### src/rtl/bm_dag1_capture.sv
// Capture FIFO for bm_dag1 DAG results: valid/ready in and out, occupancy, sticky drop flag.
// Define BM_DAG1_CAPTURE_PARITY_EN to add a per-entry parity bit driven on out_parity.
module bm_dag1_capture #(
  parameter int unsigned BITS  = 2,
  parameter int unsigned DEPTH = 4
) (
  input  logic                       clock,
  input  logic                       resetn,
  input  logic                       in_valid,
  input  logic [BITS-1:0]            in_data,
  output logic                       in_ready,
  output logic                       out_valid,
  output logic [BITS-1:0]            out_data,
  input  logic                       out_ready,
  output logic [$clog2(DEPTH):0]     level,
`ifdef BM_DAG1_CAPTURE_PARITY_EN
  output logic                       out_parity,
`endif
  output logic                       drop_err
);

  localparam int unsigned AW = $clog2(DEPTH);
  localparam int unsigned LW = AW + 1;
  localparam logic [LW-1:0] LevelFull = LW'(DEPTH);
  localparam logic [LW-1:0] LevelLast = LW'(DEPTH - 1);
  localparam logic [LW-1:0] LevelOne  = LW'(1);

  typedef enum logic [1:0] {StEmpty, StPartial, StFull} state_e;

  state_e          state_q, state_d;
  logic [BITS-1:0] mem_q [DEPTH];
  logic [AW-1:0]   wr_ptr_q, rd_ptr_q;
  logic [LW-1:0]   level_q, level_d;
  logic            drop_err_q;
  logic            push, pop;

`ifdef BM_DAG1_CAPTURE_PARITY_EN
  logic par_q [DEPTH];
`endif

  assign in_ready  = (level_q != LevelFull);
  assign out_valid = (level_q != '0);
  assign push      = in_valid & in_ready;
  assign pop       = out_valid & out_ready;
  // Storage is reset, so the read-pointer entry already reads 0 while in reset.
  assign out_data  = mem_q[rd_ptr_q];
  assign level     = level_q;
  assign drop_err  = drop_err_q;
`ifdef BM_DAG1_CAPTURE_PARITY_EN
  assign out_parity = par_q[rd_ptr_q];
`endif

  always_comb begin
    level_d = level_q;
    unique case ({push, pop})
      2'b10:   level_d = level_q + LevelOne;
      2'b01:   level_d = level_q - LevelOne;
      default: level_d = level_q;
    endcase
  end

  always_comb begin
    state_d = state_q;
    unique case (state_q)
      StEmpty: begin
        if (push) state_d = StPartial;
      end
      StPartial: begin
        if (push && !pop && level_q == LevelLast) begin
          state_d = StFull;
        end else if (pop && !push && level_q == LevelOne) begin
          state_d = StEmpty;
        end
      end
      StFull: begin
        if (pop) state_d = StPartial;
      end
      default: state_d = StEmpty;
    endcase
  end

  always_ff @(posedge clock or negedge resetn) begin
    if (!resetn) begin
      state_q    <= StEmpty;
      wr_ptr_q   <= '0;
      rd_ptr_q   <= '0;
      level_q    <= '0;
      drop_err_q <= 1'b0;
      for (int i = 0; i < DEPTH; i++) begin
        mem_q[i] <= '0;
      end
    end else begin
      state_q <= state_d;
      level_q <= level_d;
      if (push) begin
        mem_q[wr_ptr_q] <= in_data;
        wr_ptr_q        <= wr_ptr_q + 1'b1;
      end
      if (pop) begin
        rd_ptr_q <= rd_ptr_q + 1'b1;
      end
      if (in_valid && !in_ready) begin
        drop_err_q <= 1'b1;
      end
    end
  end

`ifdef BM_DAG1_CAPTURE_PARITY_EN
  always_ff @(posedge clock or negedge resetn) begin
    if (!resetn) begin
      for (int i = 0; i < DEPTH; i++) begin
        par_q[i] <= 1'b0;
      end
    end else if (push) begin
      par_q[wr_ptr_q] <= ^in_data;
    end
  end
`endif

endmodule

### config.mk
export PLATFORM = sky130hd
export DESIGN_NAME = bm_dag1_capture
export DESIGN_NICKNAME = d
export VERILOG_FILES = /design/src/rtl/bm_dag1_capture.sv
export SDC_FILE = /design/constraint.sdc
export NUM_CORES = 1
export LEC_CHECK = 0
export CORE_UTILIZATION = 59
export DETAILED_ROUTE_END_ITERATION = 7
export DONT_BUFFER_PORTS = 1
export PLACE_DENSITY_LB_ADDON = 0.1
export SKIP_CTS_REPAIR_TIMING = 1
export SLEW_MARGIN = 15
export SYNTH_ARGS = -nofsm -noshare
export SYNTH_HDL_FRONTEND = slang
export SYNTH_SLANG_ARGS = --single-unit
### constraint.sdc
create_clock -name clock -period 2.7 [get_ports clock]
set_input_delay 0.54 -clock clock [delete_from_list [all_inputs] [get_ports clock]]
set_output_delay 0.54 -clock clock [all_outputs]
set_load 0.03 [all_outputs]
Yosys cells after proc, flatten, opt, wreduce, memory -nomap -nowiden
Cells that the tools add are included.

Order comparisons: 3. Add/sub/neg operators: 4. Mux-type cells: 7. Bitwise operators: 4. Equality and inequality tests: 3. Reductions and logical operators: 5.

Operators by type and width (count): $bwmux 8 (1); $ge 3x3->1 const B (2); $mux 2 (3); $not 2->3 (2); $pmux 3 s2 (1); $add 2x1->2 const B (2); $bmux 2 s2 (1); $demux 2 s2 (1); $add 3x1->3 const B (1); $lt 3x1->1 const B (1); $ne 3x3->1 const B (1); $reduce_bool 3->1 (1); $sub 3x1->3 const B (1); $and 1x1->1 (2); $eq 2x1->1 const B (1); $eq 2x2->1 const B (1); $logic_and 1x1->1 (2); $reduce_bool 2->1 (1); $logic_not 1->1 (1).

Flip-flop bits (word level): 16. Bits of input ports: 6.

Logic depth before layout (Yosys ltp)
Gate-level depths: netlist of run 1.

Word-level depth: 6. Mapped depth: 8. Gate-level depth less buffers: 8.

Worst setup path after synthesis of run 1
Ideal clock, no wire load.

Path type: reg2reg. Start point: reg level_q[2], in the netlist level[2]. End point: reg level_q[2], in the netlist level[2]. Arrival time: 2031 ps. Library setup time: 81 ps. Required time: 2619 ps. Buffers on the path: 0. Path slack: 588 ps. Cell stages (with the launch flop): 9. Path through: dfrtp_1 -> nor3b_4 -> nand2b_4 -> ha_1 -> inv_1 -> fa_1 -> xor2_1 -> nor2_1 -> xor2_1.

Longest elaborated chain between the ends: 4.

RTL lines: start, declared (RTL line 33) `logic [LW-1:0] level_q, level_d;`; start signal, assigned (RTL line 94) `level_q <= level_d;`; $ne 3x3->1 / $reduce_bool 3->1 (equally long branches) (RTL line 41, 42); $and 1x1->1, on equally long branches (RTL line 43, 44); $eq 2x1->1 / $eq 2x2->1 (equally long branches) (RTL line 55) `unique case ({push, pop})`; $pmux 3 s2 / $reduce_bool 2->1 (equally long branches).

Parallel ways exist; a longest one is shown, timed or not. A chain may end at the register's enable or synchronous reset.

Worst setup path in the final report of run 1
Same ends and word-level chain as after synthesis.

==> impl_summary.log, run 1 <==
INFO  metric outcome = finished clean
INFO  metric synthesized_netlist_cell_count = 61
INFO  metric detailroute.via_count = ~430
INFO  metric total_die_area = approximately 1500 um^2
INFO  metric drtPass1Iterations = 3
INFO  metric cp_data_required_time = approximately 2.9 ns
INFO  metric final_common_cell = dfrtp_1
INFO  metric top_cell_type_s_share_of_synthesized_area = between 40% and 50%
INFO  metric cts_buffers = 3
INFO  metric syn-mean-instance-area = around 13 um^2
INFO  metric clockRootBuffer = clkbuf_4
INFO  metric drtIter0Drc = 6
INFO  metric finalNonFillerCells = between 70 and 80
INFO  metric tritoncts_clock_tree = yes
INFO  metric reg2regPathDepth = 8
INFO  metric place.detailed.hpwl = approximately 900 um
INFO  metric synth_area_leaders = dfrtp_1 49%, mux2_2 13%, ha_1 7.7%
INFO  metric hold_violations = 0
INFO  metric antenna_violating_nets_post_route = 0
INFO  metric synth_warnings = 0
INFO  metric synth.cell_area = between 800 and 900 um^2
INFO  metric postSynthRegisterBits = 16
INFO  metric setup_tns = 0 ns
INFO  metric route.detailed.vias_per_inst = between 5 and 6
INFO  metric cp-startpoint = level[2]
INFO  metric crit_path_time_final = between 2 and 2.5 ns
INFO  metric power.density_cell_area = between 1000 and 1500 nW/um^2
INFO  metric r2r_start = level[2]
INFO  metric dp.cells = 75
INFO  metric cts.reportedPaths.clkPinSlew = roughly 0.090 ns
INFO  metric global_route.usage.total = approximately a fifth
INFO  metric fp.coreArea = 1190 um^2
INFO  metric end_kind = flip-flop
INFO  metric grt.overflow.total = 0
INFO  metric diodes = 0
INFO  metric leakage = around 0.4 nW
INFO  metric crit_path_max_fanout = 7
INFO  metric routed_wl = 1.18 mm
INFO  metric arrival = roughly 2.5 ns
INFO  metric htree_num_levels = 1
INFO  metric worst_r2r_endpoint = level[2]
INFO  metric drv_slew = 0
INFO  metric die_ht = slightly below 40 um
INFO  metric first_global_vias = 419
INFO  metric worstSetupPathType = reg -> reg
INFO  metric finClkSkew = slightly below 0.003 ns
INFO  metric max_slew_margin = between 50% and 60%
INFO  metric hp-start = in_valid
INFO  metric worst_hold_path.endpoint = drop_err
INFO  metric max_capacitance_violation_total = 0
INFO  metric number_of_distinct_standard_cells_referenced_by_the_synthesized_netlist = 16
INFO  metric fin_util = 72.6%
INFO  metric routed_length_per_placed_instance = approximately 15 um
INFO  metric post-route-period-util = a little over four fifths
INFO  metric antenna_found_initial = 0
INFO  metric grt_setup_unrepaired = false
INFO  metric internal_reg_to_reg_setup_slack = roughly 0.4 ns
INFO  metric tightest_slew = around 0.67 ns
INFO  metric fmax = between 400 and 500 MHz
INFO  metric hold_class = in -> reg
INFO  metric maximum_number_of_pins_on_one_net_before_global_route_repair = 17
INFO  metric type_of_element_launching_the_critical_path = flip-flop
INFO  metric starting_density_of_the_core = about 70%
INFO  metric cts.sink_count = 16
INFO  metric fp-row-count = 12
INFO  metric post-synth-top-area-cell = dfrtp_1
INFO  metric final_nets = 79
INFO  metric drive_gt1_share = around 29%
INFO  metric layout-area-overhead-vs-synth = 6.17%
INFO  metric worst_hold_path.num_cells = 1
INFO  metric chipWidth = 39.1 um
INFO  metric boundaryPins = 14
INFO  metric drc = 0
INFO  metric layout_common_cells = 16 x dfrtp_1, 9 x mux2_2, 6 x inv_1
INFO  metric portBuffers = 0
INFO  metric grt_first_pass_wirelength = ~1.9 mm
INFO  metric worst_skew_pair.late_latency = between 0.2 and 0.3 ns
INFO  metric worst_ir_drop_vdd = between 0.0006 and 0.0007 V
INFO  metric clk_path_buf_depth = 2
INFO  metric sequential_fraction_of_the_synthesis_area = between 40% and 50%
INFO  metric place_congestion = approximately 0.64
INFO  metric finalSetupViolCount = 0
INFO  metric mappedNetlistNets = 73
## how the worst max path moves through the flow
| stage | end | slack, ns | depth (start not counted) |
|---|---|---|---|
| finish | level[2] | 0.41 | 8 |
| global route | level[2] | 0.23 | 8 |
| CTS | level[2] | 0.39 | 8 |
| detailed placement | level[2] | 0.42 | 8 |
| global placement | level[2] | 0.45 | 8 |
| floorplan | level[2] | 0.59 | 8 |
## synthesized netlist by cell type
library cell  number
a21o_2             1
dfrtp_1           16
fa_1               1
ha_1               5
inv_1              6
mux2_2             9
mux2i_1            1
mux4_2             2
nand2_1            5
nand2b_4           1
nor2_1             5
nor3b_4            1
o31a_2             1
or3_2              1
xnor2_1            3
xor2_1             3
## through the flow
stage | hold slack [ns] | area [um^2] | worst slack [ns] | total power, mW
6_report | 0.375 | 861 | 0.407 | 1.16
5_1_grt | 0.366 | 861 | 0.233 | 1.24
4_1_cts | -0.0649 | 851 | 0.392 | 1.16
3_5_place_dp | 0.245 | 828 | 0.419 | 1.04
3_3_place_gp | 0.245 | 828 | 0.448 | 1.02
2_1_floorplan | 0.244 | 811 | 0.588 | 0.960
## area by class of cell
class	count	area [um^2]
clock buffers	3	22.5
repair buffers	1	10.0
flip-flops and latches	16	400
well taps	14	17.5
inverters	6	22.5
multi-input cells	39	388
fillers	86	325
## cell families (layout without fill, tap and decap cells)
logic type	count (synthesis)	in the layout	share of synthesized area, %
fa+ha+maj	6	6	10.2
flops	16	16	49.4
buf+inv	6	10	2.78
simple gates	13	13	9.57
compound gates	2	2	2.32
mux	12	12	19.3
xor+xnor	6	6	6.48
## registers in the layout, summed over array words and instances (netlist names)
name,count
drop_err,1
level,3
mem_q,8
rd_ptr_q,2
wr_ptr_q,2
## routing by layer
| layer | global-route usage, % | vias up | wire length (um) |
|---|---|---|---|
| met5 | 0 | - | 0 |
| met4 | 10.3 | 0 | 27 |
| met3 | 7.51 | 4 | 36 |
| met2 | 32.1 | 9 | 551 |
| met1 | 24.4 | 204 | 563 |
| li1 | - | 211 | - |
## power breakdown
part	switching [mW]	internal, mW	leakage [nW]
registers	0.180	0.366	0.186
clock network	0.0733	0.0518	0.0138
logic	0.244	0.244	0.191
total	0.498	0.662	0.390
## worst max-delay path: stages (launching register included)
cell	delay (ns)
dfrtp_1	0.59
nor3b_4	0.40
nand2b_4	0.22
ha_1	0.18
inv_1	0.06
fa_1	0.37
xor2_1	0.15
nor2_1	0.11
xor2_1	0.15
Note: power is estimated with default switching activity, not from simulation.
==> run 2, diff against run 1 <==
clock period = 2.17 ns   (was 2.7 ns; I/O delays follow)
==> run 2 against run 1 <==
Global-route usage down 0.66 points. Core utilization increased by 2.6 points. Largest power group is now combinational cells. Setup slack lost 0.25 ns. Combinational power up 48%. Count of clock-buffer cells in the layout did not move. Clock power is 17% higher. Sequential cell count did not move. Critical endpoint unchanged.
==> impl_summary.log, run 2 (synthesis results as in run 1) <==
INFO  metric outcome = finished clean (unchanged)
INFO  metric timing.critical_path.mode_cell = xor2_1 (unchanged)
INFO  metric drtIter0Drc = 4 (was 6)
INFO  metric placed_cell_area = 858 um^2 (was 828 um^2)
INFO  metric cts.reportedPaths.clkPinSlew = 0.09 ns (about the same)
INFO  metric drv_slew = 0 (unchanged)
INFO  metric grt.overflow.total = 0 (unchanged)
INFO  metric antenna_found_initial = 0 (unchanged)
INFO  metric dp_worst_setup_slack = 0.0545 ns (was 0.419 ns)
INFO  metric detailroute.via_count = 447 (was 428)
INFO  metric leakage = 0.409 nW (was 0.390 nW)
INFO  metric buf_inv_stages_crit_path = 1 (unchanged)
INFO  metric hold_class = in -> reg (unchanged)
INFO  metric portBuffers = 0 (unchanged)
INFO  metric cpMaxStageDelayCell = dfrtp_2 (was dfrtp_1)
INFO  metric global_route.usage.total = 19.8% (was 20.5%)
INFO  metric largest_register = mem_q (unchanged)
INFO  metric clockRootBuffer = clkbuf_4 (unchanged)
INFO  metric drtPass1Iterations = 2 (was 3)
INFO  metric tightest_slew = 0.702 ns (was 0.672 ns)
INFO  metric chipWidth = 39.1 um (unchanged)
INFO  metric routed_length_per_placed_instance = 14.3 um (was 14.9 um)
INFO  metric total_die_area = 1530 um^2 (unchanged)
INFO  metric layout_common_cells = 15 x dfrtp_1, 9 x mux2_2, 6 x inv_1 (was 16 x dfrtp_1, 9 x mux2_2, 6 x inv_1)
INFO  metric crit_path_time_final = 2.02 ns (was 2.29 ns)
INFO  metric max_slew_margin = 53.0% (was 55.1%)
INFO  metric critical-path-top-delay-family = adder cells (was simple AND/OR/NAND/NOR gates)
INFO  metric r2r_start = level[0] (was level[2])
INFO  metric diodes = 0 (unchanged)
INFO  metric totalPowerFinal = 1.49 mW (was 1.16 mW)
INFO  metric grt_first_pass_wirelength = 1.89 mm (was 1.90 mm)
INFO  metric largest_reg_flops = 8 (unchanged)
INFO  metric worst_skew_pair.late_latency = 0.27 ns (was 0.28 ns)
INFO  metric maximum_number_of_pins_on_one_net_before_global_route_repair = 17 (unchanged)
INFO  metric fp.coreArea = 1190 um^2 (unchanged)
INFO  metric max_capacitance_violation_total = 0 (unchanged)
INFO  metric post-route-period-util = 92.9% (was 84.9%)
INFO  metric max_stage_delay = 0.51 ns (was 0.59 ns)
INFO  metric whs = 0.287 ns (was 0.375 ns)
INFO  metric worst_hold_path.endpoint = drop_err (unchanged)
INFO  metric internal_reg_to_reg_setup_slack = 0.15 ns (was 0.41 ns)
INFO  metric tritoncts_clock_tree = yes (unchanged)
INFO  metric htree_num_levels = 1 (unchanged)
INFO  metric drive_gt1_share = 34.8% (was 29.2%)
INFO  metric finClkSkew = 0.00726 ns (was 0.00295 ns)
INFO  metric worst_r2r_endpoint = level[2] (unchanged)
INFO  metric final_area = 892 um^2 (was 861 um^2)
INFO  metric first_global_vias = 457 (was 419)
INFO  metric hold_violations = 0 (unchanged)
INFO  metric end_kind = flip-flop (unchanged)
INFO  metric final_common_cell = dfrtp_1 (unchanged)
INFO  metric place_congestion = 0.694 (was 0.641)
INFO  metric worstSetupPathType = reg -> reg (unchanged)
INFO  metric cp_data_required_time = 2.37 ns (was 2.91 ns)
INFO  metric clk_path_buf_depth = 2 (unchanged)
INFO  metric finalSetupViolCount = 0 (unchanged)
INFO  metric boundaryPins = 14 (unchanged)
INFO  metric grt_setup_unrepaired = false (unchanged)
INFO  metric die_ht = 39.1 um (unchanged)
INFO  metric type_of_element_launching_the_critical_path = flip-flop (unchanged)
INFO  metric drc = 0 (unchanged)
INFO  metric cts.sink_count = 16 (unchanged)
INFO  metric final_nets = 83 (was 79)
INFO  metric fmax = 496 MHz (was 436 MHz)
INFO  metric antenna_violating_nets_post_route = 0 (unchanged)
INFO  metric cts_buffers = 3 (unchanged)
INFO  metric place.detailed.hpwl = 981 um (was 906 um)
INFO  metric starting_density_of_the_core = 68.4% (unchanged)
INFO  metric setup_tns = 0 ns (unchanged)
INFO  metric arrival = 2.22 ns (was 2.51 ns)
INFO  metric hp-start = in_valid (unchanged)
INFO  metric reg2regPathDepth = 8 (unchanged)
INFO  metric route.detailed.vias_per_inst = 5.39 (was 5.42)
INFO  metric worst_ir_drop_vdd = 0.000862 V (was 0.000675 V)
INFO  metric timing.final.ws_setup = 0.153 ns (was 0.407 ns)
INFO  metric cp-startpoint = level[0] (was level[2])
INFO  metric worst_hold_path.num_cells = 1 (unchanged)
INFO  metric critical_path.cell_chain = nor3b_4 -> nand2b_4 -> ha_1 -> inv_1 -> fa_1 -> xor2_1 -> nor2_1 -> xor2_1 (unchanged)
INFO  metric layout-area-overhead-vs-synth = 10.0% (was 6.17%)
INFO  metric fp-row-count = 12 (unchanged)
INFO  metric crit_path_max_fanout = 5 (was 7)
INFO  metric power.density_cell_area = 1670 nW/um^2 (was 1350 nW/um^2)
INFO  metric routed_wl = 1.19 mm (was 1.18 mm)
run 2: cell types whose count changed in the layout (fill, tap and decap cells not counted):
cell and change:
buf_4 +4, dfrtp_2 +1, dfrtp_1 -1
run 2: routing by layer:
| layer | GRT usage, % | vias up | wire length (um) |
|---|---|---|---|
| met5 | 0 | - | 0 |
| met4 | 12.9 | 0 | 19 |
| met3 | 3.47 | 2 | 24 |
| met2 | 32.1 | 6 | 610 |
| met1 | 23.8 | 218 | 535 |
| li1 | - | 221 | - |
run 2: power breakdown:
group / switching (mW) / total (mW) / internal (mW)
Combinational: 0.375 / 0.722 / 0.347
Sequential: 0.165 / 0.624 / 0.459
Clock: 0.0819 / 0.146 / 0.0641
run 2: through the flow:
stage	util, %	std cells
global route	75.2	83
floorplan	-	61
global placement	72.4	79
CTS	74.3	82
finish	75.2	83
detailed placement	72.4	79
run 2: worst max-delay path by stage:
stage | endpoint | cells past startpoint
6_report | level[2] | 8
3_5_place_dp | level[2] | 8
2_1_floorplan | level[2] | 8
5_1_grt | level[2] | 8
4_1_cts | level[2] | 8
3_3_place_gp | level[2] | 8
run 2: area by class of cell:
class / instances / area (um^2)
Clock buffer: 3 / 22.5
Fill cell: 76 / 294
Inverter: 6 / 22.5
Multi-Input combinational cell: 39 / 388
Sequential cell: 16 / 402
Tap cell: 14 / 17.5
Timing Repair Buffer: 5 / 40.0
